<file path="config.mk">
export PLATFORM = sky130hd
export DESIGN_NAME = sync_fifo_param_flat
export DESIGN_NICKNAME = d
export VERILOG_FILES = /design/src/rtl/sync_fifo_param_if.sv /design/src/rtl/sync_fifo_param.sv /design/src/flat_wrapper.sv
export SDC_FILE = /design/constraint.sdc
export NUM_CORES = 1
export LEC_CHECK = 0
export BUFFER_PORTS_ARGS = -buffer_cell sky130_fd_sc_hd__buf_2
export CORE_ASPECT_RATIO = 0.7
export CORE_MARGIN = 5
export CORE_UTILIZATION = 30
export DETAILED_ROUTE_END_ITERATION = 8
export HOLD_SLACK_MARGIN = 0.1
export PLACE_DENSITY_LB_ADDON = 0.1
export SLEW_MARGIN = 10
export SYNTH_ARGS = -nofsm -noshare
export SYNTH_HDL_FRONTEND = slang
export SYNTH_SLANG_ARGS = --single-unit
</file>
<file path="constraint.sdc">
create_clock -name clock -period 4 [get_ports clock]
set_input_delay 0.2 -clock clock [delete_from_list [all_inputs] [get_ports clock]]
set_output_delay 0.2 -clock clock [all_outputs]
set_load 0.02 [all_outputs]
</file>
<file path="src/rtl/sync_fifo_param_if.sv">
// Producer/consumer handshake bundle for sync_fifo_param.
// The master side drives requests and write data; the slave side (the FIFO) returns data and status.
interface sync_fifo_param_if #(
  parameter int DATA_W = 8,
  parameter int DEPTH  = 8
);
  localparam int CW = $clog2(DEPTH) + 1;

  logic              wr;
  logic [DATA_W-1:0] data_in;
  logic              rd;
  logic              clr_err;
  logic [DATA_W-1:0] data_out;
  logic              rd_valid;
  logic              full;
  logic              empty;
  logic              almost_full;
  logic              almost_empty;
  logic [CW-1:0]     fifo_cnt;
  logic              overflow;
  logic              underflow;

  modport master (
    output wr, data_in, rd, clr_err,
    input  data_out, rd_valid, full, empty, almost_full, almost_empty,
           fifo_cnt, overflow, underflow
  );

  modport slave (
    input  wr, data_in, rd, clr_err,
    output data_out, rd_valid, full, empty, almost_full, almost_empty,
           fifo_cnt, overflow, underflow
  );
endinterface

</file>
<file path="src/rtl/sync_fifo_param.sv">
// Parametrised single-clock FIFO with almost flags and sticky overflow/underflow errors.
// Latency: read data registered, valid one cycle after an accepted read.
// Backpressure: writes to a full FIFO are refused unless paired with a read; empty reads refused.
module sync_fifo_param #(
  parameter int DATA_W   = 8,
  parameter int DEPTH    = 8,
  parameter int AF_LEVEL = 6,
  parameter int AE_LEVEL = 2
) (
  input logic              clock,
  input logic              rst,
  sync_fifo_param_if.slave bus
);
  localparam int AW = $clog2(DEPTH);
  localparam int CW = AW + 1;

  logic [DATA_W-1:0] mem [DEPTH];
  logic [AW-1:0]     wr_ptr;
  logic [AW-1:0]     rd_ptr;
  logic [CW-1:0]     cnt;
  logic [DATA_W-1:0] data_q;
  logic              rd_valid_q;
  logic              ovf_q;
  logic              udf_q;
  logic              full;
  logic              empty;
  logic              wr_acc;
  logic              rd_acc;

  // Status comes from the occupancy counter alone, never from pointer compare.
  assign full   = (cnt == CW'(DEPTH));
  assign empty  = (cnt == '0);
  assign wr_acc = bus.wr & (~full | bus.rd);
  assign rd_acc = bus.rd & ~empty;

  assign bus.full         = full;
  assign bus.empty        = empty;
  assign bus.almost_full  = (cnt >= CW'(AF_LEVEL));
  assign bus.almost_empty = ~(cnt > CW'(AE_LEVEL));
  assign bus.fifo_cnt     = cnt;
  assign bus.data_out     = data_q;
  assign bus.rd_valid     = rd_valid_q;
  assign bus.overflow     = ovf_q;
  assign bus.underflow    = udf_q;

  always_ff @(posedge clock) begin
    if (rst && wr_acc) begin
      mem[wr_ptr] <= bus.data_in;
    end
  end

  always_ff @(posedge clock) begin
    if (!rst) begin
      wr_ptr     <= '0;
      rd_ptr     <= '0;
      cnt        <= '0;
      data_q     <= '0;
      rd_valid_q <= 1'b0;
      ovf_q      <= 1'b0;
      udf_q      <= 1'b0;
    end else begin
      if (wr_acc) begin
        wr_ptr <= wr_ptr + AW'(1);
      end
      if (rd_acc) begin
        rd_ptr <= rd_ptr + AW'(1);
        data_q <= mem[rd_ptr];
      end
      rd_valid_q <= rd_acc;

      case ({wr_acc, rd_acc})
        2'b10:   cnt <= cnt + CW'(1);
        2'b01:   cnt <= cnt - CW'(1);
        default: cnt <= cnt;
      endcase

      // A fresh error in the same cycle as clr_err must stay visible.
      if (bus.wr & full & ~bus.rd) begin
        ovf_q <= 1'b1;
      end else if (bus.clr_err) begin
        ovf_q <= 1'b0;
      end
      if (bus.rd & empty) begin
        udf_q <= 1'b1;
      end else if (bus.clr_err) begin
        udf_q <= 1'b0;
      end
    end
  end
endmodule

</file>
<file path="src/flat_wrapper.sv">
// flat-port wrapper written by rule: the top's interface ports become plain ports
module sync_fifo_param_flat 
#(
  parameter int DATA_W   = 8,
  parameter int DEPTH    = 8,
  parameter int AF_LEVEL = 6,
  parameter int AE_LEVEL = 2
)
  (clock, rst, bus_wr, bus_data_in, bus_rd, bus_clr_err, bus_data_out, bus_rd_valid, bus_full, bus_empty, bus_almost_full, bus_almost_empty, bus_fifo_cnt, bus_overflow, bus_underflow);
  sync_fifo_param_if #(.DATA_W(DATA_W), .DEPTH(DEPTH)) bus_i ();
  input logic clock;
  input logic rst;
  input wire logic [$bits(bus_i.wr)-1:0] bus_wr;
  input wire logic [$bits(bus_i.data_in)-1:0] bus_data_in;
  input wire logic [$bits(bus_i.rd)-1:0] bus_rd;
  input wire logic [$bits(bus_i.clr_err)-1:0] bus_clr_err;
  output wire logic [$bits(bus_i.data_out)-1:0] bus_data_out;
  output wire logic [$bits(bus_i.rd_valid)-1:0] bus_rd_valid;
  output wire logic [$bits(bus_i.full)-1:0] bus_full;
  output wire logic [$bits(bus_i.empty)-1:0] bus_empty;
  output wire logic [$bits(bus_i.almost_full)-1:0] bus_almost_full;
  output wire logic [$bits(bus_i.almost_empty)-1:0] bus_almost_empty;
  output wire logic [$bits(bus_i.fifo_cnt)-1:0] bus_fifo_cnt;
  output wire logic [$bits(bus_i.overflow)-1:0] bus_overflow;
  output wire logic [$bits(bus_i.underflow)-1:0] bus_underflow;
  assign bus_i.wr = bus_wr;
  assign bus_i.data_in = bus_data_in;
  assign bus_i.rd = bus_rd;
  assign bus_i.clr_err = bus_clr_err;
  assign bus_data_out = bus_i.data_out;
  assign bus_rd_valid = bus_i.rd_valid;
  assign bus_full = bus_i.full;
  assign bus_empty = bus_i.empty;
  assign bus_almost_full = bus_i.almost_full;
  assign bus_almost_empty = bus_i.almost_empty;
  assign bus_fifo_cnt = bus_i.fifo_cnt;
  assign bus_overflow = bus_i.overflow;
  assign bus_underflow = bus_i.underflow;
  sync_fifo_param #(.DATA_W(DATA_W), .DEPTH(DEPTH), .AF_LEVEL(AF_LEVEL), .AE_LEVEL(AE_LEVEL)) u_core (.clock(clock), .rst(rst), .bus(bus_i));
endmodule
</file>
# Yosys cells after proc, flatten, opt, wreduce, memory -nomap -nowiden
# Memory sizes are Yosys's and may differ from the RTL's. A register that Yosys moved wholly into a read port is not among the register bits.
# Cells that the tools add are included.
# W data, S select, Z words.
# classes
n_addsub	4
n_lt_le_gt_ge	2
n_eq_ne	3
n_mux	6
bitwise	10
n_reduce_logical	6
# op_table
operator	count
$pmux W4 S2	1
$add A3 B1 Y3 const B	2
$reduce_bool A2 Y1	3
$and A1 B1 Y1	5
$mux W1	5
$add A4 B1 Y4 const B	1
$eq A4 B4 Y1 const B	1
$ge A4 B3 Y1 const B	1
$gt A4 B2 Y1 const B	1
$logic_not A4 Y1	1
$not A1 Y1	4
$sub A4 B1 Y4 const B	1
$eq A2 B1 Y1 const B	1
$eq A2 B2 Y1 const B	1
$logic_and A1 B1 Y1	1
$logic_not A1 Y1	1
$or A1 B1 Y1	1
# totals
regBits	13
mem_bits_rw	64
out_inout_bits	19
wordCells	38
memories	1
# memory_table
name	depth	word_bits	rd	rd_clocked_by_memory_dff	wr	line_no	source
u_core.mem	8	8	1	1	1	sync_fifo_param.sv:17	logic [DATA_W-1:0] mem [DEPTH];

# Longest topological paths before layout
# Gate-level depths: netlist of the first run.
# depth
ltp_word	7
depth_mapped	9
mapped_depth_nobuf	8

# Worst setup path before layout of the first run
# OpenSTA, ideal clock, no wires.
# synth_timing
path_kind	register -> register
startpoint	register u_core.cnt[1] (netlist: u_core.bus.fifo_cnt[1])
endpoint	register u_core.cnt[3] (netlist: u_core.bus.fifo_cnt[3])
setup_time_ps	72
arrival_ps	2388
t_required_ps	3928
path_slack_ps	1540
stages_incl_launch_ff	9
n_path_buf	2
period_less_slack_ps	2460
path_cell_list	dfxtp_1 buf_6 or4b_4 o21ai_4 buf_6 ha_1 or3_1 o32ai_1 mux2i_1
# synth_between
elab_chain_cells	6
# synth_lines
item	line_no	source
from (decl)	sync_fifo_param.sv:20	logic [CW-1:0] cnt;
from (signal assigned)	sync_fifo_param.sv:72	2'b10: cnt <= cnt + CW'(1);
from (signal assigned)	sync_fifo_param.sv:73	2'b01: cnt <= cnt - CW'(1);
from (signal assigned)	sync_fifo_param.sv:74	default: cnt <= cnt;
$eq A4 B4 Y1	sync_fifo_param.sv:31	assign full = (cnt == CW'(DEPTH));
$not A1 Y1	sync_fifo_param.sv:33	assign wr_acc = bus.wr & (~full | bus.rd);
$or A1 B1 Y1	sync_fifo_param.sv:33	
$and A1 B1 Y1	sync_fifo_param.sv:33	
$eq A2 B1 Y1 / $eq A2 B2 Y1 (equally long branches)	sync_fifo_param.sv:71	case ({wr_acc, rd_acc})
$pmux W4 S2 / $reduce_bool A2 Y1 (equally long branches)	n/a	
# Parallel ways exist; a longest one is shown, timed or not.
# A chain may end at the register's enable or synchronous reset.

# Worst setup path after layout of the first run
# Same ends and word-level chain as after synthesis.

==> summary.txt, run 1 <==
Global route overflow: 0
Peak supply drop: 252 uV
Synthesized cell area: 3410 sq um
Library cells used by synthesis: 38
WHS Endpoint: u_core.mem[1][1]
DPL Wire Length: 4460 microns
Layout cells sized above 1: 31.9%
Switch Pwr: 0.758 mW
H-Tree Depth: 3
Final design utilization: 36.9%
Highest clock rate: 381 MHz
Clk_lat worst skew: 0.34 ns
Hold_sp: bus_data_in[1]
Post-layout min period: 2.63 ns
Leakage: 1.40 nW
Final WL: 6970 microns
Finished Layout Cells: 407
Sw frac: 29.9%
Synth area leader: edfxtp_1
Vias: 1828
Worst-path clk slew: 0.06 ns
Worst hold slack: 0.136 ns
Synth Register Bits: 85
Final period util: 65.6%
CTS tree: built
Setup TNS: 0 ns
Mapped Cells: 209
Vias in the first global route: 1875
Fin area: 4080 sq um
Reg-to-reg setup timing slack: 1.37 ns
Die ar.: 13600 sq um
DR WL/cell: 17.1 microns
Initial antenna violation count: 0
Vias per cell: 4.49
Worst hold stages: 1
Worst reg2reg endpoint: u_core.bus.fifo_cnt[3]
Nets: 266
Critical Path RT: 4.27 ns
Synth area leaders: edfxtp_1 56%, dfxtp_1 12%, mux4_2 11%
Area of the multi-input gates: 1020 sq um
Cells after DPL: 391
FF+latch area: 2340 sq um
Post-DRT Antenna Nets: 0
TritonCTS Buffers: 9
Int Pwr: 1.77 mW
Clock sink count: 85
Max_cap viols: 0
First-pass GRT wire length: 10700 microns
Worst Max-Slew Pin Slew: 0.943 ns
HP Class: input pin to flip-flop
Syn_nets: 226
Post-CTS Setup Inserts: 0
Core ar.: 11100 sq um
CP Class: flip-flop to flip-flop
Clock power share: 32.3%
Row cnt: 32
CTS Hold Bufs: 0
Worst Setup Start Kind: flip-flop
Final slew viol count: 0
Port buffer count: 31
Overall power: 2.53 mW
Die Wd: 137 microns
Initial Util: 30.9%
RR Startpoint: u_core.bus.fifo_cnt[1]
Routability-driven placement congestion ratio: 0.678
Setup violators final: 0
Drt pass-1 iters: 4
Comb power frac: 23.8%
Filler Cell Count: 1095
Yosys warnings: 0
RSZ-0062 raised after global routing: false
CTS-repair resized insts: 0
Die H: 99.2 microns
Area grow syn2layout: 19.5%
Sequential area share after synthesis: 68.6%
CP endpoint kind: flip-flop
Clock root cell: clkbuf_16
Worst-path fanout max: 13
Reg2reg path depth: 6
Final number of hold-violating endpoints: 0
Final Skew: 0.00620 ns
Setup WS post-layout: 1.37 ns
PwrDens: 621 nW/um^2
Drt initial violations: 147
Max_slew headroom: 36.6%
IO Count: 32
CP arrival: 2.90 ns
Pre-CTS setup slack: 1.39 ns
# diodes: 0
Sequential power share: 43.9%
GRT Overall Usage: 11.1%
Maximum clock insertion buffer count: 2
Status: complete, no violations
Largest net degree at the start of global routing: 26
Post-Place Cell Area: 3780 sq um
Top cell type's share of synthesized area: 56.3%
Detailed-route DRC error count: 0
Average size of a mapped cell: 16.3 sq um
## critical path: stages, from the launching register on
cell and delay [ns]:
dfxtp_1 0.42, or4b_4 0.59, o21ai_4 0.40, ha_1 0.39
or3_1 0.39, o32ai_1 0.15, mux2i_1 0.21
## flip-flops by register name, summed over array words and instances, names as in the netlist
signal,cells
u_core.bus.rd_valid,1
u_core.rd_ptr,3
u_core.wr_ptr,3
u_core.mem,64
u_core.bus.overflow,1
u_core.bus.underflow,1
u_core.bus.fifo_cnt,4
u_core.bus.data_out,8
## power groups by stage
stage               Sequential [mW]  Combinational [mW]  Clock, mW
CTS                            1.11               0.616      0.845
floorplan                      1.17               0.391          0
global route                   1.12               0.661      0.886
detailed placement             1.13               0.613          0
global placement               1.13               0.620          0
finish                         1.11               0.602      0.819
## cell families (layout without fill, tap and decap cells)
logic type,after synthesis,in the layout,share of synthesized area (%)
fa+ha+maj,4,4,1.47
buf+inv,14,59,2.31
simple gates,51,51,8.40
mux,22,22,12.4
xor+xnor,4,4,1.03
flops,85,85,68.6
compound gates,29,29,5.79
## how the worst max path moves through the flow
stage / start / to / cells past startpoint
2_1_floorplan: u_core.bus.fifo_cnt[1] / u_core.bus.fifo_cnt[3] / 8
3_3_place_gp: u_core.bus.fifo_cnt[1] / u_core.bus.fifo_cnt[3] / 6
3_5_place_dp: u_core.bus.fifo_cnt[0] / u_core.bus.fifo_cnt[3] / 6
4_1_cts: u_core.bus.fifo_cnt[1] / u_core.bus.fifo_cnt[3] / 6
5_1_grt: u_core.bus.fifo_cnt[1] / u_core.bus.fifo_cnt[3] / 6
6_report: u_core.bus.fifo_cnt[1] / u_core.bus.fifo_cnt[3] / 6
## area by class of cell
cell class	instances	area share, %
Sequential cell	85	57.5
Multi-Input combinational cell	110	24.9
Clock buffer	11	5.95
Clock inverter	5	1.23
Timing Repair Buffer	40	5.46
Tap cell	153	4.70
Inverter	3	0.276
## per-layer routing
metal / wire [microns] / vias to the layer above / share of wire [%] / track usage [%]
met2: 3150 / 26 / 45 / 16.3
met4: 90 / 0 / 1.3 / 3.91
met3: 237 / 8 / 3.4 / 3.99
li1: - / 886 / - / -
met5: 0 / - / 0 / 0
met1: 3490 / 908 / 50 / 15.0
## cells in the mapped netlist (all sizes together)
cell type  instances
ha                 4
o32ai              1
nor4               5
nor2b             13
o41a               1
o22ai              8
clkbuf             4
o21ai             10
and2               4
edfxtp            64
a21o               1
dfxtp             21
or4b               1
mux2i              5
buf                7
xnor2              3
inv                3
nor2              10
or3                2
a211oi             1
nand2b             5
nand2              7
mux2               1
a31oi              1
a21oi              4
xor2               1
a21boi             2
nor3               4
mux4              16
## cell usage in the layout, fill, tap and decap left out, drive strengths merged
master / n
nor2: 10
or3: 2
mux2: 1
ha: 4
nor2b: 13
and2: 4
clkinvlp: 1
nand2b: 5
bufinv: 1
clkinv: 3
dfxtp: 21
nor3: 4
nor4: 5
o22ai: 8
inv: 3
mux2i: 5
a21oi: 4
nand2: 7
o41a: 1
a21boi: 2
a31oi: 1
buf: 40
o32ai: 1
xor2: 1
xnor2: 3
or4b: 1
a21o: 1
edfxtp: 64
clkbuf: 11
a211oi: 1
mux4: 16
o21ai: 10
Note: power is estimated with default switching activity, not from simulation.
==> run 2, diff against run 1 <==
Clock period 4 ns to 2.3 ns, I/O delays scaled along.
==> run 2 against run 1 <==
Effect of this change: worst setup slack worse by 1.3 ns; critical endpoint unchanged; combinational power rose by 110%; total power increased by 84%; count of clock-buffer cells in the layout unchanged; final cell count rose by 4.7%; largest cell class unchanged; die area unchanged; clock skew up 0.0038 ns.
==> summary.txt, run 2 (synthesized netlist as in run 1, its figures left out) <==
Status: complete, no violations (unchanged)
Critical Path RT: 2.56 ns (was 4.27 ns)
Final design utilization: 38.8% (was 36.9%)
Int Pwr: 3.28 mW (was 1.77 mW)
Final Skew: 0.0100 ns (was 0.00620 ns)
Hold_sp: bus_wr (was bus_data_in[1])
Most common cell after layout, fill and taps aside: edfxtp_1 (unchanged)
IO Count: 32 (unchanged)
Core ar.: 11100 sq um (unchanged)
FF+latch area: 2350 sq um (was 2340 sq um)
Worst Setup SP: u_core.bus.fifo_cnt[2] (was u_core.bus.fifo_cnt[1])
Slowest CP cell: or4b_4 (unchanged)
HP Class: input pin to flip-flop (unchanged)
Clock root cell: clkbuf_16 (unchanged)
Final number of hold-violating endpoints: 0 (unchanged)
Highest clock rate: 456 MHz (was 381 MHz)
PwrDens: 1090 nW/um^2 (was 621 nW/um^2)
Final WL: 7530 microns (was 6970 microns)
Row cnt: 32 (unchanged)
Vias per cell: 4.49 (about the same)
# diodes: 0 (unchanged)
CP endpoint kind: flip-flop (unchanged)
Most frequent cells in the layout: 64 x edfxtp_1, 31 x buf_2, 19 x buf_4, 17 x dfxtp_1, 16 x mux4_2 (was 64 x edfxtp_1, 31 x buf_2, 21 x dfxtp_1, 16 x mux4_2, 13 x nor2b_1)
CP arrival: 2.46 ns (was 2.90 ns)
CP Class: flip-flop to flip-flop (unchanged)
Crit path max-delay family: simple AND/OR/NAND/NOR gates (unchanged)
Initial Util: 30.9% (unchanged)
RSZ-0062 raised after global routing: false (unchanged)
Die H: 99.2 microns (unchanged)
Drt initial violations: 158 (was 147)
Die Wd: 137 microns (unchanged)
Final slew viol count: 0 (unchanged)
Largest register FFs: 64 (unchanged)
Comb power frac: 26.5% (was 23.8%)
Switch Pwr: 1.38 mW (was 0.758 mW)
Nets: 285 (was 266)
Post-CTS Setup Inserts: 0 (unchanged)
Peak supply drop: 381 uV (was 252 uV)
RR Startpoint: u_core.bus.fifo_cnt[2] (was u_core.bus.fifo_cnt[1])
Clk_lat worst skew: 0.34 ns (about the same)
Filler Cell Count: 1066 (was 1095)
Leakage: 1.50 nW (was 1.40 nW)
Layout cells sized above 1: 35.5% (was 31.9%)
Max_slew headroom: 29.5% (was 36.6%)
Buf/Inv on CP: 0 (unchanged)
GRT Overall Usage: 12.2% (was 11.1%)
Drt pass-1 iters: 4 (unchanged)
Area grow syn2layout: 25.6% (was 19.5%)
Port buffer count: 31 (unchanged)
DPL Wire Length: 4970 microns (was 4460 microns)
CTS-repair resized insts: 0 (unchanged)
TritonCTS Buffers: 9 (unchanged)
Die ar.: 13600 sq um (unchanged)
Routability-driven placement congestion ratio: 0.760 (was 0.678)
Setup violators final: 0 (unchanged)
Initial antenna violation count: 0 (unchanged)
Global route overflow: 0 (unchanged)
Clock sink count: 85 (unchanged)
Vias in the first global route: 2008 (was 1875)
Vias: 1913 (was 1828)
H-Tree Depth: 3 (unchanged)
Largest Register: u_core.mem (unchanged)
Maximum clock insertion buffer count: 2 (unchanged)
Sequential power share: 40.8% (was 43.9%)
Worst Max-Slew Pin Slew: 1.05 ns (was 0.943 ns)
Worst Setup Start Kind: flip-flop (unchanged)
First-pass GRT wire length: 12000 microns (was 10700 microns)
Sw frac: 29.6% (was 29.9%)
Max_cap viols: 0 (unchanged)
Clock power share: 32.7% (was 32.3%)
Worst hold slack: 0.110 ns (was 0.136 ns)
Post-DRT Antenna Nets: 0 (unchanged)
Final period util: 95.4% (was 65.6%)
Critical-path cell list: or4b_4 -> o21ai_4 -> ha_4 -> or3_1 -> o32ai_2 -> mux2i_1 (was or4b_4 -> o21ai_4 -> ha_1 -> or3_1 -> o32ai_1 -> mux2i_1)
Largest net degree at the start of global routing: 22 (was 26)
Worst-path clk slew: 0.06 ns (about the same)
Worst path max stage delay: 0.56 ns (was 0.59 ns)
Worst-path fanout max: 11 (was 13)
Post-layout min period: 2.19 ns (was 2.63 ns)
DR WL/cell: 17.7 microns (was 17.1 microns)
CTS tree: built (unchanged)
Detailed-route DRC error count: 0 (unchanged)
Area of the multi-input gates: 1040 sq um (was 1020 sq um)
[run 2: changes by cell type in the layout (fill, tap and decap cells not counted), moves of 3 or more]
cell,delta
buf_4,+10
dfxtp_1,-4
dfxtp_2,+3
dlygate4sd3_1,+9
[run 2: layer usage]
metal / vias up / part of all wire (%) / global-route usage, % / wire length, microns
li1: 929 / - / - / -
met1: 940 / 52 / 18.3 / 3880
met2: 37 / 43 / 16.3 / 3220
met3: 7 / 4.6 / 4.70 / 349
met4: 0 / 1.1 / 3.45 / 84
met5: - / 0 / 0 / 0
[run 2: what timing repair did]
item	in CTS	in global routing
endpoints found under the hold margin	66	0
endpoints found under the setup margin	0	1
hold buffers	9	0
[run 2: cell type report]
class | count | area share (%)
flip-flops and latches | 85 | 54.8
multi-input cells | 110 | 24.2
repair buffers | 59 | 9.05
clock buffers | 11 | 5.43
well taps | 153 | 4.47
clock inverters | 5 | 1.78
inverters | 3 | 0.263
[run 2: worst paths after layout]
kind / endpoint / slack [ns] / depth (start not counted)
max: u_core.bus.fifo_cnt[3] / 0.11 / 6
min: u_core.bus.overflow / 0.11 / 3
max reg2reg: u_core.bus.fifo_cnt[3] / 0.11 / 6
min reg2reg: u_core.bus.data_out[4] / 0.49 / 2
[run 2: worst min-delay path, delay by kind of cell]
kind	cells	cell delay, ns
buffers and inverters	1	0.13
and+or+nand+nor	1	0.09
AOI/OAI and AO/OA	1	0.08
[run 2: per-stage QoR]
stage / worst slack, ns / area (sq um) / TNS (ns) / total power, mW / instances
6_report: 0.106 / 4290 / 0 / 4.66 / 426
5_1_grt: 0.00941 / 4290 / 0 / 4.92 / 426
4_1_cts: 0.0648 / 4290 / 0 / 4.73 / 426
3_5_place_dp: 0.0998 / 3890 / 0 / 3.18 / 401
3_3_place_gp: 0.140 / 3890 / 0 / 3.19 / 401
2_1_floorplan: -0.0385 / 3450 / -0.0385 / 2.76 / 209
[run 2: power groups by stage]
stage	logic, mW	registers (mW)	clock network [mW]
floorplan	0.721	2.04	0
global placement	1.26	1.93	0
detailed placement	1.25	1.93	0
CTS	1.26	1.90	1.57
global route	1.37	1.92	1.64
finish	1.24	1.90	1.52
